**config.mk**
```make
export PLATFORM = sky130hd
export DESIGN_NAME = uart_cmd_rx_n
export DESIGN_NICKNAME = d
export VERILOG_FILES = /design/src/rtl/uart_cmd_pkg.sv /design/src/rtl/uart_rx.sv /design/src/rtl/uart_cmd_rx_n.sv
export SDC_FILE = /design/constraint.sdc
export NUM_CORES = 1
export LEC_CHECK = 0
export CORE_MARGIN = 1.5
export CORE_UTILIZATION = 50
export CTS_CLUSTER_SIZE = 10
export DETAILED_ROUTE_END_ITERATION = 8
export GPL_TIMING_DRIVEN = 0
export PLACE_DENSITY = 0.7
export SYNTH_ARGS = -nofsm -noshare
export SYNTH_HDL_FRONTEND = slang
export SYNTH_SLANG_ARGS = --single-unit
```
**constraint.sdc**
```tcl
create_clock -name clk -period 2.15 [get_ports clk]
set_input_delay 0.215 -clock clk [delete_from_list [all_inputs] [get_ports clk]]
set_output_delay 0.215 -clock clk [all_outputs]
set_load 0.05 [all_outputs]
```
**src/rtl/uart_cmd_pkg.sv**
```systemverilog
// Shared state encodings and sizing helpers for the parametrised UART command receiver.
package uart_cmd_pkg;

  typedef enum logic [1:0] {IDLE, COLLECT, CHECK} asm_state_t;
  typedef enum logic [1:0] {RX_IDLE, RX_START, RX_DATA, RX_STOP} rx_state_t;

  localparam int BITS_PER_FRAME = 10;

  // Width of a counter that must hold every value from 0 up to max_val inclusive.
  function automatic int cnt_w(input int max_val);
    return (max_val < 2) ? 1 : $clog2(max_val + 1);
  endfunction

endpackage

```
**src/rtl/uart_rx.sv**
```systemverilog
// 8N1 byte receiver: synchronises RX, confirms the start bit at half a bit time,
// then samples eight data bits (LSB first) and the stop bit at mid-bit.
module uart_rx
  import uart_cmd_pkg::*;
#(
  parameter int BAUD_DIV = 2604
) (
  input  logic       clk,
  input  logic       rst_n,
  input  logic       RX,
  output logic [7:0] data_byte,
  output logic       byte_rdy,
  output logic       stop_err,
  output logic       start_det,
  output rx_state_t  state_o
);

  localparam int DW   = cnt_w(BAUD_DIV);
  localparam int HALF = BAUD_DIV / 2;

  logic            sync1_q, sync2_q, prev_q;
  rx_state_t       state_q, state_d;
  logic [DW-1:0]   div_q, div_d;
  logic [2:0]      bit_q, bit_d;
  logic [7:0]      shift_q, shift_d;
  logic            byte_rdy_q, byte_rdy_d;
  logic            stop_err_q, stop_err_d;
  logic            start_det_q, start_det_d;

  always_comb begin
    state_d     = state_q;
    div_d       = div_q + 1'b1;
    bit_d       = bit_q;
    shift_d     = shift_q;
    byte_rdy_d  = 1'b0;
    stop_err_d  = 1'b0;
    start_det_d = 1'b0;
    case (state_q)
      RX_IDLE: begin
        div_d = '0;
        if (prev_q && !sync2_q) state_d = RX_START;
      end
      RX_START: begin
        // A glitch shorter than half a bit returns to idle without a start_det.
        if (div_q == DW'(HALF - 1)) begin
          div_d = '0;
          if (!sync2_q) begin
            start_det_d = 1'b1;
            bit_d       = 3'd0;
            state_d     = RX_DATA;
          end else begin
            state_d = RX_IDLE;
          end
        end
      end
      RX_DATA: begin
        if (div_q == DW'(BAUD_DIV - 1)) begin
          div_d   = '0;
          shift_d = {sync2_q, shift_q[7:1]};
          bit_d   = bit_q + 1'b1;
          if (bit_q == 3'd7) state_d = RX_STOP;
        end
      end
      RX_STOP: begin
        if (div_q == DW'(BAUD_DIV - 1)) begin
          div_d      = '0;
          state_d    = RX_IDLE;
          byte_rdy_d = sync2_q;
          stop_err_d = !sync2_q;
        end
      end
      default: state_d = RX_IDLE;
    endcase
  end

  always_ff @(posedge clk) begin
    if (!rst_n) begin
      sync1_q     <= 1'b1;
      sync2_q     <= 1'b1;
      prev_q      <= 1'b1;
      state_q     <= RX_IDLE;
      div_q       <= '0;
      bit_q       <= '0;
      shift_q     <= '0;
      byte_rdy_q  <= 1'b0;
      stop_err_q  <= 1'b0;
      start_det_q <= 1'b0;
    end else begin
      sync1_q     <= RX;
      sync2_q     <= sync1_q;
      prev_q      <= sync2_q;
      state_q     <= state_d;
      div_q       <= div_d;
      bit_q       <= bit_d;
      shift_q     <= shift_d;
      byte_rdy_q  <= byte_rdy_d;
      stop_err_q  <= stop_err_d;
      start_det_q <= start_det_d;
    end
  end

  assign data_byte = shift_q;
  assign byte_rdy  = byte_rdy_q;
  assign stop_err  = stop_err_q;
  assign start_det = start_det_q;
  assign state_o   = state_q;

endmodule

```
**src/rtl/uart_cmd_rx_n.sv**
```systemverilog
// Assembles NUM_BYTES received bytes MSB-first into cmd, with optional checksum byte,
// inter-byte timeout, and a cmd/cmd_rdy/clr_cmd_rdy handoff to the command logic.
module uart_cmd_rx_n
  import uart_cmd_pkg::*;
#(
  parameter int NUM_BYTES   = 2,
  parameter int BAUD_DIV    = 2604,
  parameter int TIMEOUT_CYC = 104160,
  parameter int CHK_EN      = 0,
  parameter int CLR_ON_NEW  = 1
) (
  input  logic                   clk,
  input  logic                   rst_n,
  input  logic                   RX,
  input  logic                   clr_cmd_rdy,
  output logic [8*NUM_BYTES-1:0] cmd,
  output logic                   cmd_rdy,
  output logic                   chk_err,
  output logic                   frm_err,
  output logic                   overrun,
  output asm_state_t             dbg_asm_state,
  output rx_state_t              dbg_rx_state
);

  localparam int CW  = 8 * NUM_BYTES;
  localparam int BCW = cnt_w(NUM_BYTES);
  localparam int TW  = cnt_w(TIMEOUT_CYC);

  logic [7:0] rx_byte;
  logic       byte_rdy, stop_err, start_det;

  uart_rx #(.BAUD_DIV(BAUD_DIV)) u_rx (
    .clk       (clk),
    .rst_n     (rst_n),
    .RX        (RX),
    .data_byte (rx_byte),
    .byte_rdy  (byte_rdy),
    .stop_err  (stop_err),
    .start_det (start_det),
    .state_o   (dbg_rx_state)
  );

  asm_state_t     state_q, state_d;
  logic [BCW-1:0] byte_cnt_q, byte_cnt_d, cnt_next;
  logic [CW-1:0]  shadow_q, shadow_d, cmd_q, cmd_d;
  logic [7:0]     sum_q, sum_d, sum_next;
  logic [TW-1:0]  timer_q, timer_d;
  logic           commit_q, commit_d;
  logic           cmd_rdy_q, cmd_rdy_d;
  logic           chk_err_q, chk_err_d, frm_err_q, frm_err_d, overrun_q, overrun_d;

  always_comb begin
    state_d    = state_q;
    byte_cnt_d = byte_cnt_q;
    shadow_d   = shadow_q;
    sum_d      = sum_q;
    timer_d    = (state_q == IDLE || byte_rdy) ? '0 : timer_q + 1'b1;
    commit_d   = 1'b0;
    chk_err_d  = 1'b0;
    frm_err_d  = 1'b0;
    cnt_next   = (state_q == IDLE) ? BCW'(1) : byte_cnt_q + 1'b1;
    sum_next   = ((state_q == IDLE) ? 8'h00 : sum_q) + rx_byte;
    case (state_q)
      IDLE, COLLECT: begin
        if (byte_rdy) begin
          shadow_d   = CW'({shadow_q, rx_byte});
          sum_d      = sum_next;
          byte_cnt_d = cnt_next;
          if (cnt_next == BCW'(NUM_BYTES)) begin
            if (CHK_EN != 0) begin
              state_d = CHECK;
            end else begin
              commit_d = 1'b1;
              state_d  = IDLE;
            end
          end else begin
            state_d = COLLECT;
          end
        end
      end
      CHECK: begin
        // The checksum byte never enters the shadow register.
        if (byte_rdy) begin
          commit_d  = (sum_next == 8'h00);
          chk_err_d = (sum_next != 8'h00);
          state_d   = IDLE;
        end
      end
      default: state_d = IDLE;
    endcase
    if (state_q != IDLE && !byte_rdy && timer_q == TW'(TIMEOUT_CYC)) begin
      frm_err_d = 1'b1;
      state_d   = IDLE;
    end
    if (stop_err) begin
      frm_err_d = 1'b1;
      state_d   = IDLE;
    end
  end

  // Handoff: cmd_rdy=1 means cmd holds a valid command; the consumer acknowledges with a
  // one-cycle clr_cmd_rdy. A commit in the same cycle as a clear wins and keeps cmd_rdy set.
  always_comb begin
    cmd_d     = cmd_q;
    cmd_rdy_d = cmd_rdy_q;
    overrun_d = 1'b0;
    if (clr_cmd_rdy) cmd_rdy_d = 1'b0;
    if (CLR_ON_NEW != 0 && start_det && state_q == IDLE) cmd_rdy_d = 1'b0;
    if (commit_q) begin
      cmd_d     = shadow_q;
      cmd_rdy_d = 1'b1;
      overrun_d = (CLR_ON_NEW == 0) && cmd_rdy_q && !clr_cmd_rdy;
    end
  end

  always_ff @(posedge clk) begin
    if (!rst_n) begin
      state_q    <= IDLE;
      byte_cnt_q <= '0;
      shadow_q   <= '0;
      sum_q      <= '0;
      timer_q    <= '0;
      commit_q   <= 1'b0;
      cmd_q      <= '0;
      cmd_rdy_q  <= 1'b0;
      chk_err_q  <= 1'b0;
      frm_err_q  <= 1'b0;
      overrun_q  <= 1'b0;
    end else begin
      state_q    <= state_d;
      byte_cnt_q <= byte_cnt_d;
      shadow_q   <= shadow_d;
      sum_q      <= sum_d;
      timer_q    <= timer_d;
      commit_q   <= commit_d;
      cmd_q      <= cmd_d;
      cmd_rdy_q  <= cmd_rdy_d;
      chk_err_q  <= chk_err_d;
      frm_err_q  <= frm_err_d;
      overrun_q  <= overrun_d;
    end
  end

  assign cmd           = cmd_q;
  assign cmd_rdy       = cmd_rdy_q;
  assign chk_err       = chk_err_q;
  assign frm_err       = frm_err_q;
  assign overrun       = overrun_q;
  assign dbg_asm_state = state_q;

endmodule

```
==> results.yml <==
run_status:
  status: "completed"
synth:
  yosys.area.top_type: "dfxtp_1"
  synth_edf_count: 0
  syn_inst: 372
  synth-seq-cells: 86
  ys_async_sr_fraction_pct: 0
  yosysTopAreaCellShare_pct: 47.8
  synth.distinct_cells: 46
  ys_seq_area_share_pct: 47.8
  ys_top_cells_by_count: "86 x dfxtp_1, 36 x nor2b_1, 35 x mux2i_1"
  syn_avg_cell_area_sq_um: 9.68
  yosysMostFrequentCell: "dfxtp_1"
  netlist_area_sq_mm: 0.00360
  synthTopCellsByArea: "dfxtp_1 48%, mux2i_1 9.7%, nor2b_1 6.3%, nor2_1 3.5%, nand3_1 3.1%"
  yosys_warnings: 0
  synthFlopType: "dfxtp_1"
setup_path:
  arrival_ns: 1.71
  cp_max_fo: 9
  critical_path_class: "reg -> out"
  startpoint_type: "flip-flop"
  slowest_delay_ns: 0.87
  end_kind: "output port"
  crit_chain: "clkdlybuf4s50_1"
  worst-endpoint-required_ns: 1.93
  critical-path-slowest-cell: "clkdlybuf4s50_1"
  path_buf_inv: 1
  critPathTopFamily: "buffers and inverters"
floorplan:
  die_h_um: 87.9
  ios: 28
  start_util_pct: 52.4
  rows: 30
  fp.dieW_um: 87.9
  dieArea_sq_mm: 0.00772
  coreArea_sq_mm: 0.00687
global_routing:
  grt_pass1_wl_um: 11400
  grt_max_degree: 15
  grt_pass1_vias: 2469
  met1_usage_pct: 23.6
  globalRoute.busiestLayer: "met2"
  grt_use_met3_pct: 3.68
  grt_use_met2_pct: 32.1
  antenna_found_initial: 0
  grt_usage_pct: 19.1
  grt_overflow: 0
cells_and_area:
  area_growth_pct: 14.8
  final_nets: 419
  final_layout_size_suffix_gt1_share_pct: 7.73
  final_cell_area_sq_mm: 0.00414
  finalCoreUtilization_pct: 60.2
  diodes: 0
routing:
  drtIter0Drc: 61
  vias: 2582
  firstDrtPassIters: 4
  drt_wl_total_um: 6590
  drc: 0
  antenna_left: 0
  viasPerCell: 5.06
  wl_per_cell_um: 12.9
sta:
  timing.setup.tns_ns: 0
  clock.fmax_mhz: 518
  finalSetupViolCount: 0
  finalCritPeriodShare_pct: 89.7
  worst_slew_pin_slew_ns: 0.642
  period_minus_slack_ns: 1.93
  rsz0062_at_grt: "false"
  skew_ns: 0.0132
  drv_slew: 0
  slew-limit-headroom_pct: 57.2
  finalHoldViolCount: 0
placement:
  hpwl_um: 4640
  gp_congestion: 0.755
  portBuffers: 24
  dpl-instance-area_sq_mm: 0.00397
hold_path:
  hp-class: "reg -> reg"
clocking:
  cts-buffers-inserted: 9
  cts_setup_buffers: 0
  clock-sinks: 86
  cts_tree: "done"
  clk_latency_ns: 0.35
  cts_hold_repair.buffers: 0
  clock_path_buffers: 2
  clock-root-buffer: "clkbuf_8"
  htreeDepth: 3
  post_cts_resize_count: 0
  cts.clk_slew.worst_paths_ns: 0.08
pwr:
  power_density_mw_per_mm2: 636
  leakagePower_uw: 0.00130
  vdd_drop_max_v: 0.000284
run:
  maxCapViolations: 0
-- routing by layer --
| metal | part of all wire, % | vias to the layer above |
|---|---|---|
| li1 | - | 1355 |
| met1 | 48 | 1190 |
| met2 | 48 | 31 |
| met3 | 2.4 | 6 |
| met4 | 1.4 | 0 |
| met5 | 0 | - |
-- cells by family after synthesis --
group	count (synthesis)	share of synthesized area, %
mux	35	9.73
flops	86	47.8
fa+ha+maj	6	2.08
simple gates	162	25.5
buf+inv	29	3.61
xor+xnor	20	4.86
compound gates	33	6.29
other cells	1	0.104
-- flip-flops by register name (all words and copies together) (netlist names), 2 cells and up, named ones only --
register	flops
timer_q	17
cmd	16
shadow_q	16
u_rx.div_q	12
u_rx.data_byte	8
u_rx.bit_q	3
byte_cnt_q	2
-- power breakdown --
part / total, uW / switching [uW] / internal [uW]
Combinational: 64.5 / 37.8 / 26.7
Clock: 969 / 553 / 416
Sequential: 1600 / 3.82 / 1590
Total: 2630 / 595 / 2040
-- final timing paths --
kind                        start              end  slack, ns  cells after the start
setup reg to reg    u_rx.div_q[0]    u_rx.div_q[5]       0.28                      6
setup / recovery  u_rx.state_o[0]  dbg_rx_state[0]       0.22                      1
hold reg to reg      u_rx.sync1_q     u_rx.sync2_q       0.42                      1
hold / removal       u_rx.sync1_q     u_rx.sync2_q       0.42                      1
-- cells in the final DEF (no fill, tap or decap), drive strengths merged, types with 2 or more instances in the layout --
cell / Yosys / final
clkbuf: 10 / 20
clkinv: 0 / 4
conb: 1 / 3
nand3: 24 / 24
xnor2: 10 / 10
and2: 2 / 2
and4bb: 2 / 2
clkinvlp: 0 / 2
or3: 5 / 5
ha: 6 / 6
and3: 4 / 4
nor2b: 36 / 36
and4: 3 / 3
a31oi: 3 / 3
a21boi: 10 / 10
a21oi: 5 / 5
clkdlybuf4s50: 0 / 24
nor4b: 2 / 2
nand4: 6 / 6
nor3: 5 / 5
o21a: 2 / 2
dfxtp: 86 / 86
buf: 10 / 10
nand2b: 5 / 5
nand2: 21 / 21
nor4: 7 / 7
mux2i: 35 / 35
xor2: 10 / 10
o21ai: 7 / 7
nor2: 34 / 34
nand3b: 2 / 2
inv: 9 / 9
-- through the flow --
step / total power, uW / setup WS [ns] / hold slack, ns / std cells
final: 2630 / 0.221 / 0.417 / 510
after global routing: 2740 / 0.0463 / 0.431 / 510
after CTS: 2650 / 0.204 / 0.414 / 510
after detailed placement: 1700 / 0.255 / 0.400 / 494
after global placement: 1700 / 0.271 / 0.391 / 494
after floorplan: 1680 / 0.452 / 0.316 / 374
-- final cells by class --
cell class,count,area (sq um)
fillers,646,2730
inverters,9,33.8
well taps,96,120
multi-input cells,259,1760
flip-flops and latches,86,1720
clock inverters,6,38.8
plain buffers,20,96.3
repair buffers,24,240
clock buffers,10,128
(Power assumes the default switching activity.)
